$ cat config.mk
export PLATFORM = sky130hd
export DESIGN_NAME = pipelined_dr_alm
export DESIGN_NICKNAME = d
export VERILOG_FILES = /design/src/rtl/pipelined_dr_alm.sv
export SDC_FILE = /design/constraint.sdc
export NUM_CORES = 1
export LEC_CHECK = 0
export CORE_MARGIN = 2
export CORE_UTILIZATION = 30
export CTS_CLUSTER_SIZE = 24
export DETAILED_ROUTE_END_ITERATION = 12
export GPL_ROUTABILITY_DRIVEN = 0
export PLACE_DENSITY = 0.54
export SETUP_SLACK_MARGIN = 0.2
export SYNTH_ARGS = -nofsm -noshare
export SYNTH_HDL_FRONTEND = slang
export SYNTH_SLANG_ARGS = --single-unit
$ cat constraint.sdc
create_clock -name i_clk -period 19.3 [get_ports i_clk]
set_input_delay 3.86 -clock i_clk [delete_from_list [all_inputs] [get_ports i_clk]]
set_output_delay 3.86 -clock i_clk [all_outputs]
set_load 0.02 [all_outputs]
$ cat src/rtl/pipelined_dr_alm.sv
// Pipelined dynamic-range approximate log multiplier (DR-ALM).
// Three stages: S1 abs/leading-one/normalise, S2 mantissa add + compensation
// (and the exact product), S3 antilog + sign. One global advance enable gives
// full backpressure with a capacity of three operations.
module pipelined_dr_alm #(
    parameter int WIDTH     = 16,
    parameter int M_WIDTH   = 10,
    parameter int COMP_KMIN = 3,
    parameter int TAG_WIDTH = 4
) (
    input  logic                   i_clk,
    input  logic                   i_rst,
    input  logic                   i_valid,
    output logic                   o_ready,
    input  logic [WIDTH-1:0]       i_a,
    input  logic [WIDTH-1:0]       i_b,
    input  logic                   i_exact,
    input  logic                   i_comp_en,
    input  logic [TAG_WIDTH-1:0]   i_tag,
    output logic                   o_valid,
    input  logic                   i_ready,
    output logic [2*WIDTH-1:0]     o_z,
    output logic [TAG_WIDTH-1:0]   o_tag
);

    localparam int F  = WIDTH - 1;
    localparam int R  = F - M_WIDTH;
    localparam int KW = $clog2(WIDTH);
    localparam int ZW = 2 * WIDTH;
    // wide enough that the carry-doubled mantissa shifted by K never overflows
    localparam int MW = 2 * WIDTH + M_WIDTH + 1;

    function automatic logic [KW-1:0] lod(input logic [WIDTH-1:0] x);
        logic [KW-1:0] k;
        k = '0;
        for (int i = 0; i < WIDTH; i++) begin
            if (x[i]) k = KW'(i);
        end
        return k;
    endfunction

    logic                  w_en;
    logic [WIDTH-1:0]      w_abs_a, w_abs_b;
    logic [KW-1:0]         w_k_a, w_k_b;
    logic [M_WIDTH-1:0]    w_ft_a, w_ft_b;
    logic                  w_comp;
    logic [M_WIDTH:0]      w_sum;
    logic [MW-1:0]         w_mant;
    logic [ZW-1:0]         w_approx, w_mag, w_z;

    logic                  r_v1, r_v2, r_v3;
    logic                  r_neg1, r_zero1, r_ex1, r_ce1;
    logic [WIDTH-1:0]      r_abs_a1, r_abs_b1;
    logic [KW-1:0]         r_k_a1, r_k_b1;
    logic [M_WIDTH-1:0]    r_ft_a1, r_ft_b1;
    logic [TAG_WIDTH-1:0]  r_tag1, r_tag2, r_tag3;
    logic                  r_neg2, r_zero2, r_ex2;
    logic [M_WIDTH:0]      r_sum2;
    logic [KW:0]           r_kk2;
    logic [ZW-1:0]         r_prod2, r_z3;

    assign w_en    = !r_v3 || i_ready;
    assign o_ready = w_en;
    assign o_valid = r_v3;
    assign o_z     = r_z3;
    assign o_tag   = r_tag3;

    // S1 combinational: magnitude, leading-one index, kept mantissa bits
    always_comb begin
        w_abs_a = i_a[WIDTH-1] ? -i_a : i_a;
        w_abs_b = i_b[WIDTH-1] ? -i_b : i_b;
        w_k_a   = lod(w_abs_a);
        w_k_b   = lod(w_abs_b);
        // normalise leading one to bit F; the cast drops it and keeps frac[F-1:R]
        w_ft_a  = M_WIDTH'((w_abs_a << (F - w_k_a)) >> R);
        w_ft_b  = M_WIDTH'((w_abs_b << (F - w_k_b)) >> R);
    end

    // S2 combinational: compensated mantissa sum
    always_comb begin
        w_comp = r_ce1 && (R > 0) && (int'(r_k_a1) >= COMP_KMIN) && (int'(r_k_b1) >= COMP_KMIN);
        w_sum  = (M_WIDTH+1)'(r_ft_a1) + (M_WIDTH+1)'(r_ft_b1) + (M_WIDTH+1)'(w_comp);
    end

    // S3 combinational: antilog with carry honoured, mode select, sign
    always_comb begin
        w_mant   = r_sum2[M_WIDTH] ? (MW'(r_sum2) << 1)
                                   : ((MW'(1) << M_WIDTH) + MW'(r_sum2));
        w_approx = ZW'((w_mant << r_kk2) >> M_WIDTH);
        w_mag    = r_zero2 ? '0 : (r_ex2 ? r_prod2 : w_approx);
        w_z      = r_neg2 ? -w_mag : w_mag;
    end

    // stage valid bits and the visible output registers
    always_ff @(posedge i_clk) begin
        if (i_rst) begin
            r_v1   <= 1'b0;
            r_v2   <= 1'b0;
            r_v3   <= 1'b0;
            r_z3   <= '0;
            r_tag3 <= '0;
        end else if (w_en) begin
            r_v1   <= i_valid;
            r_v2   <= r_v1;
            r_v3   <= r_v2;
            r_z3   <= w_z;
            r_tag3 <= r_tag2;
        end
    end

    // S1 payload capture; mode bits and tag ride along with the operands
    always_ff @(posedge i_clk) begin
        if (w_en) begin
            r_abs_a1 <= w_abs_a;
            r_abs_b1 <= w_abs_b;
            r_k_a1   <= w_k_a;
            r_k_b1   <= w_k_b;
            r_ft_a1  <= w_ft_a;
            r_ft_b1  <= w_ft_b;
            r_neg1   <= i_a[WIDTH-1] ^ i_b[WIDTH-1];
            r_zero1  <= (w_abs_a == '0) || (w_abs_b == '0);
            r_ex1    <= i_exact;
            r_ce1    <= i_comp_en;
            r_tag1   <= i_tag;
        end
    end

    // S2 payload capture, including the exact product for exact-mode ops
    always_ff @(posedge i_clk) begin
        if (w_en) begin
            r_sum2  <= w_sum;
            r_kk2   <= {1'b0, r_k_a1} + {1'b0, r_k_b1};
            r_prod2 <= ZW'(r_abs_a1) * ZW'(r_abs_b1);
            r_neg2  <= r_neg1;
            r_zero2 <= r_zero1;
            r_ex2   <= r_ex1;
            r_tag2  <= r_tag1;
        end
    end

endmodule
# == Yosys cells after proc, flatten, opt, wreduce, memory -nomap -nowiden ==
# Cells that the tools add are included.
# word_totals
ff_bits,162
input_bits,42
output_inout_bits,38
word_cells,82
# classes
add_sub_neg,9
mul,1
magnitude_cmp,2
shift,3
n_mux,36
n_bitwise,1
n_reduce_logical,7
# op_table
operator,n
2-to-1 mux 32 bit,3
2-to-1 mux 4 bit,23
<< shifter 16 x 32 -> 15 bit,2
<< shifter 12 x 5 -> 42 bit,1
logical NOT 16 bit,2
multiplier 16 x 16 -> 32 bit,1
2-to-1 mux 16 bit,2
negation 16 bit,2
negation 32 bit,1
"adder 11 x 11 -> 12 bit, first input constant",1
2-to-1 mux 12 bit,1
adder 10 x 10 -> 11 bit,1
adder 11 x 1 -> 11 bit,1
"subtractor 4 x 4 -> 5 bit, first input constant",2
2-to-1 mux 3 bit,3
">= comparator 4 x 2 -> 1 bit, second input constant",2
adder 4 x 4 -> 5 bit,1
2-to-1 mux 2 bit,2
logical AND 1 bit,2
logical OR 1 bit,2
2-to-1 mux 1 bit,2
logical NOT 1 bit,1
bitwise XOR 1 bit,1

# == Depth between registers and ports, before layout ==
# logic_depth
depth_word,19
mapped_depth,25
mapped_depth_nobuf,23

# == Worst setup path after synthesis ==
# OpenSTA, ideal clock, no wires.
# synth_timing
kind,in2out
start,in i_ready
end,out o_ready
arrival_ps,7719
t_required_ps,15440
setup_slack_ps,7721
cell_stages,3
path_buffers,1
cell_sequence,nor2b_1 > inv_2 > buf_1
# synth_via
elab_chain_len,1
# synth_lines
item,line_no,source
"start, declared",21,"input logic i_ready,"
logical OR 1 bit,62,assign w_en = !r_v3 || i_ready;
"end, declared",14,"output logic o_ready,"
# No other way between the ends.

# == Final worst setup path ==
# Ends and elaborated chain as after synthesis.

==> impl_metrics.csv <==
group,metric,value,unit
grt,grt_pass1_wl,77900,µm
clock_network,root_buffer,"clkbuf_16",
clock_network,cts.sinks,162,
die,row_count,90,
die,die_width,251,µm
run_status,status,"finished clean",
synthesis,syn_nets,2305,
sta,slew-limit-headroom,22.1,%
grt,grt_max_degree,82,
critical_path,r2r_start,"r_abs_b1[11]",
critical_path,rr_worst_depth,21,
finish,drive_gt1_share,4.54,%
synthesis,seq_area_frac_synth,24.5,%
synthesis,ys_top_cells_by_area,"fa_1, edfxtp_1, ha_1",
critical_path,cp_num_cells,4,
grt,grt_pass1_vias,14100,
route,viasPerCell,5.09,
synthesis,synth_edf_count,123,
synthesis,ys_types,86,
synthesis,yosys.area.top_type,"fa_1",
critical_path,critPathMaxFanout,71,
finish,fillCellCount,6098,
finish,multi_input_area,12400,µm²
critical_path,rr_endpoint,"r_prod2[28]",
route,routed_wl,48800,µm
clock_network,htreeDepth,4,
placed_design,io_buffers,79,
finish,regArea,4470,µm²
route,drc,0,
clock_network,cts_buffer_depth,2,
sta,worst_slew_pin_slew,1.16,ns
synthesis,ys_ff_latch,162,
synthesis,syn_area,18300,µm²
finish,area_delta_synth_final,11.8,%
critical_path,crit_start,"i_ready",
critical_path,ff2ff_setup_slack,12.11,ns
route,vias,14100,
route,final_antenna_net_count,0,
critical_path,cp_common_cell,"clkdlybuf4s50_1",
die,die_y,251,µm
sta,slew_viol_final,0,
critical_path,endpoint_kind,"output pin",
critical_path,critical_path.max_stage_delay,0.74,ns
route,drt_iter0_drc,1026,
clock_network,worstSkewPairLatency,0.44,ns
die,die_area,62900,µm²
route,routedWlPerCell,17.7,µm
clock_network,cts_tree,"built",
min_path,hold_depth,0,
sta,fmax,0.100,GHz
critical_path,crit_family,"buffers and inverters",
critical_path,crit_end,"o_ready",
die,ios,80,
synthesis,syn_inst,1946,
min_path,hold_class,"flip-flop to flip-flop",
critical_path,path_cells,"clkdlybuf4s50_1 > nor2b_1 > inv_6 > clkdlybuf4s50_1",
sta,period_needed,9.97,ns
sta,rsz0062_at_grt,"no",
critical_path,start_kind,"primary input",
grt,antenna_found_initial,0,
critical_path,critPathArrivalTime,6.11,ns
clock_network,holdBufCountCts,0,
synthesis,syn_area_per_cell,9.39,µm²
grt,gr-total-overflow,0,
synthesis,synth_top_cell_area_share,21.6,%
route,drt_first_pass_iters,5,
placed_design,detailed_place_hpwl,37200,µm
sta,finalSetupTns,0,ns
synthesis,async_flop_share,0,%
die,core,60200,µm²
critical_path,cp.buffers_inverters,3,
clock_network,cts_resized,0,
job,maxCapViolations,0,
die,start_util,30.3,%
critical_path,worstSetupPathType,"primary input to output pin",
clock_network,cts_buffers,17,
synthesis,synth_flop_cell,"edfxtp_1",
sta,fin_crit_sh,51.6,%
grt,grtUsageTotal,15.7,%
sta,setup_viol,0,
sta,skew,0.0122,ns
critical_path,crit_slowest_cell,"nor2b_1",
critical_path,required,15.44,ns
sta,final_hold_viol_count,0,
clock_network,clk_pin_slew,0.07,ns
finish,fin_nets,2327,
clock_network,post_cts_buffers,0,
synthesis,yosysWarningCount,0,
-- worst min path at each step --
stage          slack, ns      start        end
6_report            0.42  r_tag1[1]  r_tag2[1]
5_1_grt             0.44  r_tag1[2]  r_tag2[2]
4_1_cts             0.42  r_tag1[3]  r_tag2[3]
3_5_place_dp        0.41  r_tag1[1]  r_tag2[1]
3_3_place_gp        0.40  r_tag1[3]  r_tag2[3]
2_1_floorplan       0.40      r_ex1      r_ex2
-- Yosys cell counts, types with 6 or more instances --
cell,count
a211o_1,6
a211oi_1,21
a21o_1,18
a21oi_1,72
a221o_1,8
a22o_1,11
a31oi_1,9
and2_1,121
and3_1,7
buf_1,7
buf_2,10
clkbuf_1,64
dfxtp_1,39
edfxtp_1,123
fa_1,197
ha_1,120
inv_1,282
mux2_2,11
mux2i_1,40
mux4_2,10
nand2_1,238
nand2b_1,27
nand3_1,21
nand4_1,10
nor2_1,79
nor2b_1,15
nor3_1,24
o211ai_1,9
o21ai_0,74
o21ai_1,6
o21bai_1,9
o221ai_1,7
o22ai_1,11
o31ai_1,21
o41ai_1,8
or2_2,9
or3_1,12
or4_1,11
xnor2_1,52
xor2_1,38
-- kinds of logic (layout without fill, tap and decap cells) --
| family | after synthesis | in the layout | synth area share (%) |
|---|---|---|---|
| multiplexers | 65 | 65 | 4.37 |
| adder cells (fa/ha/maj) | 317 | 317 | 29.8 |
| AO/OA/AOI/OAI | 347 | 347 | 13.0 |
| XOR/XNOR | 91 | 91 | 4.40 |
| buffers and inverters | 367 | 402 | 7.65 |
| AND/OR/NAND/NOR | 597 | 597 | 16.3 |
| flip-flops | 162 | 162 | 24.5 |
| other | 0 | 1 | 0 |
-- layer usage --
layer | GRT usage (%) | routed length [µm] | vias up
li1 | - | - | 6617
met1 | 21.6 | 22300 | 6966
met2 | 25.4 | 22700 | 438
met3 | 2.53 | 2670 | 58
met4 | 4.47 | 1090 | 0
met5 | 0 | 0 | -
-- worst register-to-register path, delay by kind of cell, from the launching register on --
kind	cells	cell delay (ns)
simple gates	1	0.19
buf+inv	3	0.15
xor+xnor	1	0.08
fa+ha+maj	7	3.35
flops	1	0.98
compound gates	9	2.20
-- cell type report --
cell class                      instances  share of cell area [%]
Antenna cell                            1                  0.0123
Clock buffer                           21                    2.57
Clock inverter                         11                   0.606
Inverter                              285                    5.26
Multi-Input combinational cell       1417                    60.8
Sequential cell                       162                    21.9
Tap cell                              782                    4.79
Timing Repair Buffer                   85                    4.09
-- per-stage QoR --
stage / hold slack (ns) / cell area, µm² / std cells / setup WS (ns) / utilization (%)
2_1_floorplan: 0.400 / 18300 / 1946 / 7.72 / -
3_3_place_gp: 0.401 / 19800 / 2731 / 9.39 / 32.8
3_5_place_dp: 0.405 / 19800 / 2731 / 9.31 / 32.8
4_1_cts: 0.423 / 20400 / 2763 / 9.30 / 33.9
5_1_grt: 0.441 / 20400 / 2763 / 9.15 / 33.9
6_report: 0.420 / 20400 / 2764 / 9.33 / 33.9
-- cells in the final DEF (no fill, tap or decap), drive strengths merged, types with 7 or more instances in the layout --
cell type / count
a22o: 11
a21oi: 72
o221ai: 7
clkdlybuf4s50: 79
mux4: 10
mux2i: 40
nor2b: 15
nand2b: 27
or2: 10
dfxtp: 39
nand3: 21
a21o: 18
o22ai: 11
o41ai: 12
and3: 7
or3: 13
or4: 11
o21ai: 80
a211oi: 21
o21bai: 9
o31ai: 22
fa: 197
a221o: 8
edfxtp: 123
o211ai: 9
and2: 121
xnor2: 52
mux2: 15
nand2: 238
nor3: 24
inv: 291
ha: 120
a31oi: 10
nor2: 79
xor2: 39
nand4: 11
clkbuf: 21
-- registers in the layout, summed over array words and instances (netlist names), 4 cells and up --
register / flops
r_ft_a1: 10
r_prod2: 32
r_k_b1: 4
r_sum2: 11
r_kk2: 5
r_ft_b1: 10
r_tag2: 4
r_k_a1: 4
o_z: 32
r_tag1: 4
r_abs_b1: 16
o_tag: 4
r_abs_a1: 16
Power is not shown: default switching activity piles up to over one toggle a cycle in this logic, so the estimate is an artifact.
